==> src/rtl/uart_frame_packer.sv <==
// uart_frame_packer
//   Packs the UART RX byte stream into fixed FRAME_BYTES frames for the
//   coprocessor. The block is double-buffered. One frame assembles while the
//   previously completed frame is held for the consumer. If the line goes idle
//   in the middle of a frame, the partial frame is discarded after TIMEOUT_CYC
//   cycles so the host can resynchronise.
//
// Ports
//   clk, rst         system clock; synchronous active-high reset
//   rx_byte[7:0]     received byte, qualified by rx_byte_valid (1-cycle strobe)
//   frame            held frame, byte k at [8k+7:8k], byte 0 = first received
//   frame_valid      hold register has an unconsumed frame
//   frame_ready      consumer accepts when frame_valid & frame_ready
//   fill_level[7:0]  bytes currently in the assembly buffer
//   overrun          pulse: completed frame dropped because hold was busy
//   timeout          pulse: partial frame discarded after idle timeout
//   frame_count      frames handed to the consumer (wraps)
//   drop_count       overruns + timeouts (saturates)
module uart_frame_packer #(
  parameter int FRAME_BYTES = 16,
  parameter int TIMEOUT_CYC = 1_000_000,
  parameter int CNT_W       = 16
) (
  input  logic                     clk,
  input  logic                     rst,
  input  logic [7:0]               rx_byte,
  input  logic                     rx_byte_valid,
  output logic [FRAME_BYTES*8-1:0] frame,
  output logic                     frame_valid,
  input  logic                     frame_ready,
  output logic [7:0]               fill_level,
  output logic                     overrun,
  output logic                     timeout,
  output logic [CNT_W-1:0]         frame_count,
  output logic [CNT_W-1:0]         drop_count
);

  localparam logic [7:0]  LAST_SLOT = 8'(FRAME_BYTES - 1);
  localparam logic [31:0] TMO_LAST  = (TIMEOUT_CYC == 0) ? 32'd0 : 32'(TIMEOUT_CYC - 1);
  localparam bit          TMO_EN    = (TIMEOUT_CYC != 0);

  typedef enum logic {EMPTY, FULL} hold_state_t;

  hold_state_t                  state, state_nxt;
  logic [FRAME_BYTES-1:0][7:0]  asm_buf;
  logic                         cmpl_pend;  // completed frame waiting to move to hold
  logic [31:0]                  idle_cnt;
  logic                         accept, load, drop_ovr, tmo_hit, last_byte;

  assign frame_valid = (state == FULL);
  assign accept      = frame_valid & frame_ready;
  assign last_byte   = rx_byte_valid & (fill_level == LAST_SLOT);

  // A strobe on the expiry cycle takes priority, so expiry needs an idle cycle.
  assign tmo_hit = TMO_EN && (fill_level != 8'd0) && !rx_byte_valid &&
                   (idle_cnt == TMO_LAST);

  // Assembly slots. Each slot only looks at its own index, so no wide mux
  // is needed on the write path.
  for (genvar k = 0; k < FRAME_BYTES; k++) begin : g_slot
    always_ff @(posedge clk) begin
      if (rx_byte_valid && fill_level == 8'(k)) asm_buf[k] <= rx_byte;
    end
  end

  // Hold FSM. A completion that meets a same-cycle accept reloads the hold
  // register and stays FULL instead of overrunning.
  always_comb begin
    state_nxt = state;
    load      = 1'b0;
    drop_ovr  = 1'b0;
    if (cmpl_pend) begin
      if (state == EMPTY || accept) begin
        load      = 1'b1;
        state_nxt = FULL;
      end else begin
        drop_ovr  = 1'b1;
      end
    end else if (accept) begin
      state_nxt = EMPTY;
    end
  end

  always_ff @(posedge clk) begin
    if (rst) begin
      state       <= EMPTY;
      frame       <= '0;
      fill_level  <= 8'd0;
      cmpl_pend   <= 1'b0;
      idle_cnt    <= 32'd0;
      overrun     <= 1'b0;
      timeout     <= 1'b0;
      frame_count <= '0;
      drop_count  <= '0;
    end else begin
      state     <= state_nxt;
      overrun   <= drop_ovr;
      timeout   <= tmo_hit;
      cmpl_pend <= last_byte;

      // asm_buf already holds the final byte by the edge after completion.
      if (load) frame <= asm_buf;

      if (rx_byte_valid) begin
        fill_level <= last_byte ? 8'd0 : fill_level + 8'd1;
        idle_cnt   <= 32'd0;
      end else if (tmo_hit) begin
        fill_level <= 8'd0;
        idle_cnt   <= 32'd0;
      end else if (TMO_EN && fill_level != 8'd0) begin
        idle_cnt   <= idle_cnt + 32'd1;
      end else begin
        idle_cnt   <= 32'd0;
      end

      if (accept) frame_count <= frame_count + 1'b1;
      if ((drop_ovr || tmo_hit) && drop_count != '1) drop_count <= drop_count + 1'b1;
    end
  end

endmodule

==> config.mk <==
export PLATFORM = sky130hd
export DESIGN_NAME = uart_frame_packer
export DESIGN_NICKNAME = d
export VERILOG_FILES = /design/src/rtl/uart_frame_packer.sv
export SDC_FILE = /design/constraint.sdc
export NUM_CORES = 1
export LEC_CHECK = 0
export ABC_AREA = 1
export BUFFER_PORTS_ARGS = -buffer_cell sky130_fd_sc_hd__buf_2
export CAP_MARGIN = 10
export CORE_UTILIZATION = 56
export DETAILED_ROUTE_END_ITERATION = 10
export PLACE_DENSITY = 0.75
export SLEW_MARGIN = 25
export SYNTH_ARGS = -nofsm -noshare
export SYNTH_HDL_FRONTEND = slang
export SYNTH_SLANG_ARGS = --single-unit
==> constraint.sdc <==
create_clock -name clk -period 2.15 [get_ports clk]
set_input_delay 0.1075 -clock clk [delete_from_list [all_inputs] [get_ports clk]]
set_output_delay 0.1075 -clock clk [all_outputs]
set_load 0.05 [all_outputs]
Word level (Yosys, flattened, before mapping)
Cells that the tools add are included.

Register bits after elaboration: 332. Input bits: 12. Output and inout bits: 171. Logic and storage cells: 89.

$add $sub $neg: 4. Equality and inequality tests: 18. Multiplexer cells: 10. Bitwise operators: 4. Reductions and logical operators: 28.

Operators by type and width (number): $eq A8 B4 Y1 const B (8); $add A16 B1 Y16 const B (2); $add A32 B1 Y32 const B (1); $eq A32 B20 Y1 const B (1); $eq A8 B3 Y1 const B (4); $mux W8 (3); $logic_and A1 B1 Y1 (19); $eq A8 B2 Y1 const B (2); $ne A16 B16 Y1 const B (1); $add A8 B1 Y8 const B (1); $eq A8 B1 Y1 const B (1); $logic_not A8 Y1 (1); $reduce_bool A8 Y1 (1); $mux W1 (7); $reduce_bool A2 Y1 (2); $reduce_or A4 Y1 (1); $and A1 B1 Y1 (2); $logic_or A1 B1 Y1 (2); $ne A2 B1 Y1 const B (1); $not A1 Y1 (2); $reduce_and A2 Y1 (1); $logic_not A1 Y1 (1).

Logic depth before layout (Yosys ltp)
Gate-level depths: netlist of the first run.

Word-level depth: 6. Gate-level depth with buffers: 11. Depth with buffers taken out: 10.

Worst setup path after synthesis of the first run
No wires, ideal clock.

Kind: register -> register. Start: register fill_level[0]. End: register drop_count[13]. Arrival: 1.898 ns. Required time: 2.033 ns. Setup slack: 0.135 ns. Stages on the path, launching flop included: 12. Period minus slack after synthesis: 2.015 ns. Cell sequence: dfxtp_1 -> inv_1 -> ha_1 -> nand2_1 -> nor2_2 -> nor2_1 -> nand3_4 -> nand2_4 -> buf_6 -> nand3_1 -> nand2_1 -> nor2_1.

Cells in the longest elaborated chain, start to end: 5.

Ends and longest elaborated chain: start: declaration (RTL line 31) `output logic [7:0] fill_level,`; start signal: assignment (RTL line 105) `fill_level <= last_byte ? 8'd0 : fill_level + 8'd1;`; $reduce_bool A8 Y1 (RTL line 55) `assign tmo_hit = TMO_EN && (fill_level != 8'd0) && !rx_byte_valid &&`; $logic_and A1 B1 Y1 (2 in a row) (RTL line 55); $logic_or A1 B1 Y1 (RTL line 117) `if ((drop_ovr || tmo_hit) && drop_count != '1) drop_count <= drop_count + 1'b1;`; $logic_and A1 B1 Y1 (RTL line 117); end signal: assignment (RTL line 117); end: declaration (RTL line 35) `output logic [CNT_W-1:0] drop_count`.

Every way passes these cells. A chain may end at the register's enable or synchronous reset.

Worst setup path after layout of the first run
Start: register fill_level[0]. End: register idle_cnt[31].

Cells in the longest elaborated chain, start to end: 4. Elaborated cells between the ends (all ways): 5. Classes of those cells: bitwise (1); reduce/logical (4).

Ends and longest elaborated chain: $reduce_bool A8 Y1 (*) (RTL line 55, 110); $logic_and A1 B1 Y1 (2 in a row) (RTL line 55); $reduce_or A4 Y1 (no source line) (*); end signal: assignment (RTL line 111) `idle_cnt <= idle_cnt + 32'd1;`; end: declaration (RTL line 47) `logic [31:0] idle_cnt;`.

Mark *: on every way between the ends. The rest lies on a longest branch, timed or not.

==> impl_metrics.prom, run 1 <==
# TYPE chip_impl_metric gauge
chip_impl_info{name="tritoncts",value="done"} 1
chip_impl_metric{name="totalWireLength",unit="microns"} 27300
chip_impl_metric{name="setup_viol",unit=""} 0
chip_impl_metric{name="seq_area",unit="sq mm"} 0.00793
chip_impl_info{name="gr-max-usage-layer",value="met2"} 1
chip_impl_metric{name="gr-usage-all-layers",unit="%"} 24.3
chip_impl_metric{name="post_cts_buffers",unit=""} 0
chip_impl_info{name="worstHoldPathType",value="in -> reg"} 1
chip_impl_metric{name="clk_latency",unit="ps"} 510
chip_impl_metric{name="final.fill_count",unit=""} 1649
chip_impl_metric{name="power.density",unit="mW/mm^2"} 859
chip_impl_metric{name="crit_required",unit="ps"} 2530
chip_impl_metric{name="initialDrtViolationCount",unit=""} 702
chip_impl_metric{name="route.detailed.drc",unit=""} 0
chip_impl_metric{name="grt.met2_usage",unit="%"} 39.1
chip_impl_metric{name="clock_skew",unit="ps"} 21.9
chip_impl_metric{name="worstMarginPinSlew",unit="ps"} 533
chip_impl_metric{name="grt-ovfl-total",unit=""} 0
chip_impl_metric{name="core_region_area",unit="sq mm"} 0.0213
chip_impl_metric{name="number_of_standard_cell_rows_in_the_floorplan",unit=""} 53
chip_impl_metric{name="maxClockFrequency",unit="MHz"} 520
chip_impl_metric{name="final.hold.worst_slack",unit="ps"} 37.9
chip_impl_metric{name="final_layout_size_suffix_gt1_share",unit="%"} 18.4
chip_impl_metric{name="synth_seq_cells",unit=""} 332
chip_impl_metric{name="yosysWarningCount",unit=""} 0
chip_impl_info{name="rsz0062_at_grt",value="false"} 1
chip_impl_metric{name="cts_htree_levels",unit=""} 2
chip_impl_metric{name="antenna_found_initial",unit=""} 0
chip_impl_metric{name="port-buffer-count",unit=""} 182
chip_impl_metric{name="maximum_number_of_pins_on_one_net_before_global_route_repair",unit=""} 132
chip_impl_metric{name="synthArstFlopShare",unit="%"} 0
chip_impl_metric{name="wl_per_cell",unit="microns"} 15.0
chip_impl_metric{name="synth.net_count",unit=""} 1342
chip_impl_metric{name="dp_hpwl",unit="microns"} 17500
chip_impl_metric{name="nets",unit=""} 1534
chip_impl_metric{name="worst_ir_drop_vdd",unit="V"} 0.000565
chip_impl_metric{name="max_cap_violations",unit=""} 0
chip_impl_metric{name="antenna_violating_nets_post_route",unit=""} 0
chip_impl_metric{name="cts_buffer_depth",unit=""} 3
chip_impl_metric{name="num_antenna_cells",unit=""} 0
chip_impl_metric{name="synth_sequential_area_ratio",unit="%"} 64.2
chip_impl_info{name="cts.root.buffer_cell",value="clkbuf_16"} 1
chip_impl_metric{name="wire_length_of_the_first_global_routing_pass",unit="microns"} 43100
chip_impl_metric{name="worst_ep_arrival_time",unit="ps"} 2310
chip_impl_metric{name="finalHoldViolCount",unit=""} 0
chip_impl_info{name="crit_path_end_kind",value="register"} 1
chip_impl_metric{name="floorplan.initialDensity",unit="%"} 58.0
chip_impl_metric{name="area_growth",unit="%"} 19.3
chip_impl_metric{name="netlist_instances",unit=""} 1323
chip_impl_metric{name="edff_count_synth",unit=""} 128
chip_impl_metric{name="die_y",unit="microns"} 150
chip_impl_metric{name="grt_pass1_vias",unit=""} 8529
chip_impl_metric{name="worst_slew_margin_rel",unit="%"} 64.5
chip_impl_metric{name="post_synth.cell_area_avg",unit="sq um"} 9.33
chip_impl_metric{name="clock_edge_transition_at_the_registers_on_the_reported_setup_and_hold_paths",unit="ps"} 70
chip_impl_metric{name="slew_violations",unit=""} 0
chip_impl_metric{name="setup_total_neg_slack",unit="ps"} 0
chip_impl_metric{name="tritoncts.num_buffers",unit=""} 35
chip_impl_metric{name="critPathMaxFanout",unit=""} 32
chip_impl_metric{name="1st_pass_router_iterations",unit=""} 6
chip_impl_info{name="r2r-start",value="fill_level[0]"} 1
chip_impl_metric{name="syn_area",unit="sq mm"} 0.0123
chip_impl_metric{name="design_power_total",unit="uW"} 12600
chip_impl_metric{name="synth_cell_types",unit=""} 34
chip_impl_info{name="hold_path.startpoint",value="rx_byte[7]"} 1
chip_impl_metric{name="cts_repair_resized_insts",unit=""} 0
chip_impl_info{name="crit_path_start",value="fill_level[0]"} 1
chip_impl_info{name="outcome",value="completed"} 1
chip_impl_metric{name="numClockSinks",unit=""} 332
chip_impl_metric{name="met1_usage",unit="%"} 33.1
chip_impl_metric{name="final_min_period_over_clock_period",unit="%"} 89.4
chip_impl_metric{name="fp.dieArea",unit="sq mm"} 0.0226
chip_impl_info{name="synth_top_flop_cell",value="dfxtp_1"} 1
chip_impl_info{name="setup.worst_path.class",value="reg -> reg"} 1
chip_impl_metric{name="leakage",unit="uW"} 0.00585
chip_impl_metric{name="via_per_inst",unit=""} 5.17
chip_impl_metric{name="post_cts_hold_buffer_count",unit=""} 2
chip_impl_metric{name="top_level_ports",unit=""} 183
chip_impl_info{name="cp-start-kind",value="register"} 1
chip_impl_metric{name="globalRouteMet3Util",unit="%"} 5.06
chip_impl_metric{name="period_minus_slack",unit="ps"} 1920
chip_impl_metric{name="routability_congestion",unit=""} 0.902
chip_impl_metric{name="vias",unit=""} 9397
chip_impl_metric{name="multi_input_area",unit="sq mm"} 0.00385
chip_impl_metric{name="floorplan.die.width",unit="microns"} 150
registers in the layout, summed over array words and instances, names as in the netlist, 8 cells and up:
| register | count |
|---|---|
| frame_count | 16 |
| asm_buf | 128 |
| fill_level | 8 |
| frame | 128 |
| idle_cnt | 32 |
| drop_count | 16 |
cell type report:
| class | instances | area share (%) |
|---|---|---|
| well taps | 275 | 2.34 |
| inverters | 86 | 2.21 |
| clock buffers | 40 | 6.29 |
| multi-input cells | 852 | 26.2 |
| clock inverters | 23 | 1.34 |
| flip-flops and latches | 332 | 53.8 |
| repair buffers | 208 | 7.80 |
report_power, final:
part	internal (uW)	total [uW]	switching, uW
clock network	3370	5810	2440
registers	6560	6570	11.5
logic	67.5	273	205
path summary, 6_finish.rpt:
check	end	slack (ps)	cells after the start
worst max-delay path	idle_cnt[31]	230	10
worst min-delay path	asm_buf[47]	40	1
worst max register to register	idle_cnt[31]	230	10
worst min register to register	frame_count[13]	470	2
synthesized netlist by cell type, types with 3 or more instances:
library cell  count  area, sq um
edfxtp_1        128         3840
nand2_1         148          556
buf_1             3         11.3
o21ai_0         138          691
clkbuf_1         42          158
nand4_1           9         56.3
a21oi_1          33          165
ha_1              7         87.6
buf_6             6         67.6
nor3_1           20          100
nor2_1          395         1480
xor2_1           19          166
nand3b_1          6         45.0
xnor2_1           4         35.0
inv_1            85          319
nand3_1          49          245
dfxtp_1         204         4080
nor2_2            4         25.0
nor3_2            3         30.0
routing by layer:
metal	wire length [microns]	share of wire, %
met1	12300	45
met2	12500	46
met3	1950	7.1
met4	545	2.0
met5	0	0
cells in the final DEF (no fill, tap or decap), types with 3 or more instances in the layout:
master / Yosys / layout
ha_1: 7 / 7
clkinv_2: 0 / 12
xor2_1: 19 / 19
nor2_2: 4 / 4
nand3_1: 49 / 49
nand2_1: 148 / 147
nand4_1: 9 / 9
nor3_1: 20 / 20
buf_4: 0 / 21
xnor2_1: 4 / 4
clkinv_1: 0 / 4
nor2_1: 395 / 395
nand3b_1: 6 / 6
o21ai_0: 138 / 138
a21oi_1: 33 / 33
clkbuf_16: 0 / 36
clkbuf_1: 42 / 3
nor3_2: 3 / 3
buf_2: 2 / 182
dfxtp_1: 204 / 204
nand2_4: 2 / 3
inv_1: 85 / 83
edfxtp_1: 128 / 128
clkinv_4: 0 / 3
buf_12: 0 / 3
critical path, cell delays in order (launching register included):
cell and delay, ps:
dfxtp_1 440, inv_1 110, ha_1 220, nand2_1 90, nor2_2 50, nor2_1 170
nand3_4 160, nand2_2 130, nor2_4 50, nand2_4 280, nor2_1 90
logic make-up after synthesis:
group | after synthesis | synth area share (%)
adders and majority gates | 7 | 0.710
AOI/OAI and AO/OA | 174 | 7.11
and+or+nand+nor | 648 | 21.7
DFF | 332 | 64.2
buffers and inverters | 139 | 4.61
xor gates and xnor gates | 23 | 1.63
stage by stage:
step                      cells  utilization, %  cell area, sq um  worst slack [ps]
final                      1816            69.2             14700               228
after global routing       1816            69.2             14700              15.3
after CTS                  1816            69.2             14700               193
after detailed placement   1751            63.8             13600               217
after global placement     1751            63.8             13600               328
after floorplan            1323               -             12300               135
Power figures use the tool's default switching activity.
==> inputs of run 2 (changes only) <==
CORE_UTILIZATION = 28   (was 56)
PLACE_DENSITY = 0.41   (was 0.75)
==> run 2 against run 1 <==
Against the previous run: total power up 8.2%; critical path depth shrank 2; non-clock buffer count grew 12; die area increased by 98%; utilization decreased by 34 points; routed wire length rose by 23%; clock power is 17% higher; sequential power about the same; sequential cell count stayed put; register-to-register slack improved by 40 ps; largest power group is now the clock network; critical path type unchanged.
==> impl_metrics.prom, run 2 (synthesized netlist as in run 1, its figures left out) <==
# TYPE chip_impl_metric gauge
chip_impl_metric{name="design_power_total",unit="uW"} 13700
chip_impl_metric{name="timing.critical_path.buf_inv",unit=""} 0
chip_impl_metric{name="die_y",unit="microns"} 212
chip_impl_metric{name="core_region_area",unit="sq mm"} 0.0433
chip_impl_metric{name="final_min_period_over_clock_period",unit="%"} 87.5
chip_impl_info{name="layout_common_cells",value="nor2_1, dfxtp_1, buf_2"} 1
chip_impl_info{name="crit_path_start",value="idle_cnt[0]"} 1
chip_impl_metric{name="antenna_violating_nets_post_route",unit=""} 0
chip_impl_metric{name="netSwitchingFraction",unit="%"} 21.3
chip_impl_metric{name="worst_ir_drop_vdd",unit="V"} 0.000411
chip_impl_metric{name="wl_per_cell",unit="microns"} 15.6
chip_impl_metric{name="initialDrtViolationCount",unit=""} 423
chip_impl_metric{name="finalHoldViolCount",unit=""} 0
chip_impl_info{name="worstReg2RegEnd",value="idle_cnt[8]"} 1
chip_impl_metric{name="worstMarginPinSlew",unit="ps"} 566
chip_impl_metric{name="r2r_slack",unit="ps"} 270
chip_impl_metric{name="final_layout_size_suffix_gt1_share",unit="%"} 19.4
chip_impl_metric{name="antenna_found_initial",unit=""} 0
chip_impl_info{name="rsz0062_at_grt",value="false"} 1
chip_impl_metric{name="hold_depth",unit=""} 1
chip_impl_metric{name="maximum_number_of_pins_on_one_net_before_global_route_repair",unit=""} 59
chip_impl_metric{name="seq_area",unit="sq mm"} 0.00793
chip_impl_metric{name="power.density",unit="mW/mm^2"} 887
chip_impl_metric{name="worst_slack",unit="ps"} 270
chip_impl_metric{name="cts_repair_resized_insts",unit=""} 0
chip_impl_metric{name="p_clk_share",unit="%"} 49.8
chip_impl_metric{name="crit_required",unit="ps"} 2580
chip_impl_info{name="critPathSlowestCell",value="dfxtp_1"} 1
chip_impl_metric{name="num_antenna_cells",unit=""} 0
chip_impl_info{name="outcome",value="completed"} 1
chip_impl_metric{name="setup_total_neg_slack",unit="ps"} 0
chip_impl_metric{name="area_growth",unit="%"} 25.0
chip_impl_info{name="r2r-start",value="idle_cnt[0]"} 1
chip_impl_metric{name="worst_slew_margin_rel",unit="%"} 62.3
chip_impl_metric{name="grt_pass1_vias",unit=""} 8731
chip_impl_metric{name="dp_hpwl",unit="microns"} 22300
chip_impl_metric{name="via_per_inst",unit=""} 4.30
chip_impl_metric{name="timing.critical_path.slowest_cell_delay",unit="ps"} 380
chip_impl_metric{name="routability_congestion",unit=""} 0.836
chip_impl_metric{name="final.fill_count",unit=""} 4524
chip_impl_info{name="holdPathEnd",value="asm_buf[90]"} 1
chip_impl_info{name="setup.worst_path.class",value="reg -> reg"} 1
chip_impl_info{name="worstHoldPathType",value="in -> reg"} 1
chip_impl_metric{name="max_cap_violations",unit=""} 0
chip_impl_metric{name="maxClockFrequency",unit="MHz"} 532
chip_impl_metric{name="switching_power",unit="uW"} 2910
chip_impl_metric{name="port-buffer-count",unit=""} 182
chip_impl_info{name="most_common_library_cell_in_the_layout_ignoring_fill_and_taps",value="nor2_1"} 1
chip_impl_metric{name="slew_violations",unit=""} 0
chip_impl_info{name="gate_family_responsible_for_the_most_delay_along_the_worst_path",value="simple AND/OR/NAND/NOR gates"} 1
chip_impl_metric{name="reg2regPathDepth",unit=""} 8
chip_impl_metric{name="multi_input_area",unit="sq mm"} 0.00385
chip_impl_metric{name="cts_htree_levels",unit=""} 2
chip_impl_metric{name="wire_length_of_the_first_global_routing_pass",unit="microns"} 51300
chip_impl_metric{name="tritoncts.num_buffers",unit=""} 40
chip_impl_metric{name="route.detailed.drc",unit=""} 0
chip_impl_metric{name="gr-usage-all-layers",unit="%"} 14.9
chip_impl_metric{name="floorplan.initialDensity",unit="%"} 28.5
chip_impl_metric{name="detailedPlace.worstSlack",unit="ps"} 228
chip_impl_info{name="tritoncts",value="done"} 1
chip_impl_metric{name="p_int",unit="uW"} 10800
chip_impl_info{name="cts.root.buffer_cell",value="clkbuf_16"} 1
chip_impl_info{name="path_cells",value="ha_1 > nand3_4 > nor3_4 > nand3_4 > nand2_2 > nor2_4 > nand2_4 > nor2_1"} 1
chip_impl_info{name="cp-start-kind",value="register"} 1
chip_impl_info{name="hold_path.startpoint",value="rx_byte[2]"} 1
chip_impl_info{name="crit_path_end_kind",value="register"} 1
chip_impl_metric{name="worst_ep_arrival_time",unit="ps"} 2310
chip_impl_metric{name="1st_pass_router_iterations",unit=""} 4
chip_impl_metric{name="totalWireLength",unit="microns"} 33600
chip_impl_metric{name="grt-ovfl-total",unit=""} 0
chip_impl_metric{name="seqPwrFrac",unit="%"} 48.0
chip_impl_metric{name="floorplan.die.width",unit="microns"} 212
chip_impl_metric{name="cts_buffer_depth",unit=""} 3
chip_impl_info{name="critPathMostFrequentCell",value="nand3_4"} 1
chip_impl_metric{name="comb_power_share",unit="%"} 2.2
chip_impl_metric{name="leakage",unit="uW"} 0.00602
chip_impl_metric{name="setup_viol",unit=""} 0
chip_impl_info{name="reg.largest.list",value="asm_buf (128), frame (128), idle_cnt (32)"} 1
chip_impl_metric{name="period_minus_slack",unit="ps"} 1880
chip_impl_metric{name="number_of_standard_cell_rows_in_the_floorplan",unit=""} 76
chip_impl_metric{name="nets",unit=""} 1551
chip_impl_metric{name="critPathMaxFanout",unit=""} 32
chip_impl_metric{name="fp.dieArea",unit="sq mm"} 0.0449
chip_impl_metric{name="vias",unit=""} 9236
chip_impl_metric{name="numClockSinks",unit=""} 332
chip_impl_metric{name="clock_edge_transition_at_the_registers_on_the_reported_setup_and_hold_paths",unit="ps"} 60
chip_impl_metric{name="clock_skew",unit="ps"} 22.2
chip_impl_metric{name="top_level_ports",unit=""} 183
chip_impl_metric{name="clk_latency",unit="ps"} 550
## run 2: how the worst max path moves through the flow
stage	to	cells after the start
2_1_floorplan	drop_count[13]	11
3_3_place_gp	asm_buf[60]	6
6_report	idle_cnt[8]	8
3_5_place_dp	idle_cnt[31]	8
4_1_cts	idle_cnt[31]	8
5_1_grt	drop_count[13]	8
## run 2: power by group through the flow
stage,clock [uW],combinational (uW),sequential (uW)
floorplan,0,149,6710
global placement,0,318,6700
detailed placement,0,317,6700
CTS,7030,322,6570
global route,7310,347,6570
finish,6810,308,6570
## run 2: area by class of cell
cell class	count	share of cell area, %
sequential	332	51.4
multi-input combinational	852	25.0
timing repair buffer	220	8.13
clock buffer	51	7.22
tap	585	4.74
inverter	86	2.12
clock inverter	22	1.42
## run 2: what timing repair did
action / in CTS / in global routing
hold endpoints to repair: 9 / 0
hold buffers: 3 / 0
buffers inserted: 0 / 0
## run 2: routing by layer
metal | global-route usage (%) | part of all wire (%)
met2 | 22.7 | 43
met4 | 3.97 | 1.7
met5 | 0 | 0
met3 | 4.39 | 6.4
met1 | 20.6 | 49
## run 2: metrics by stage
step	hold WS, ps	util (%)	cells	area [sq um]
2_1_floorplan	206	-	1323	12300
3_3_place_gp	432	32.5	2072	14100
3_5_place_dp	442	32.5	2072	14100
4_1_cts	21.1	35.7	2148	15400
5_1_grt	34.4	35.7	2148	15400
6_report	42.9	35.7	2148	15400
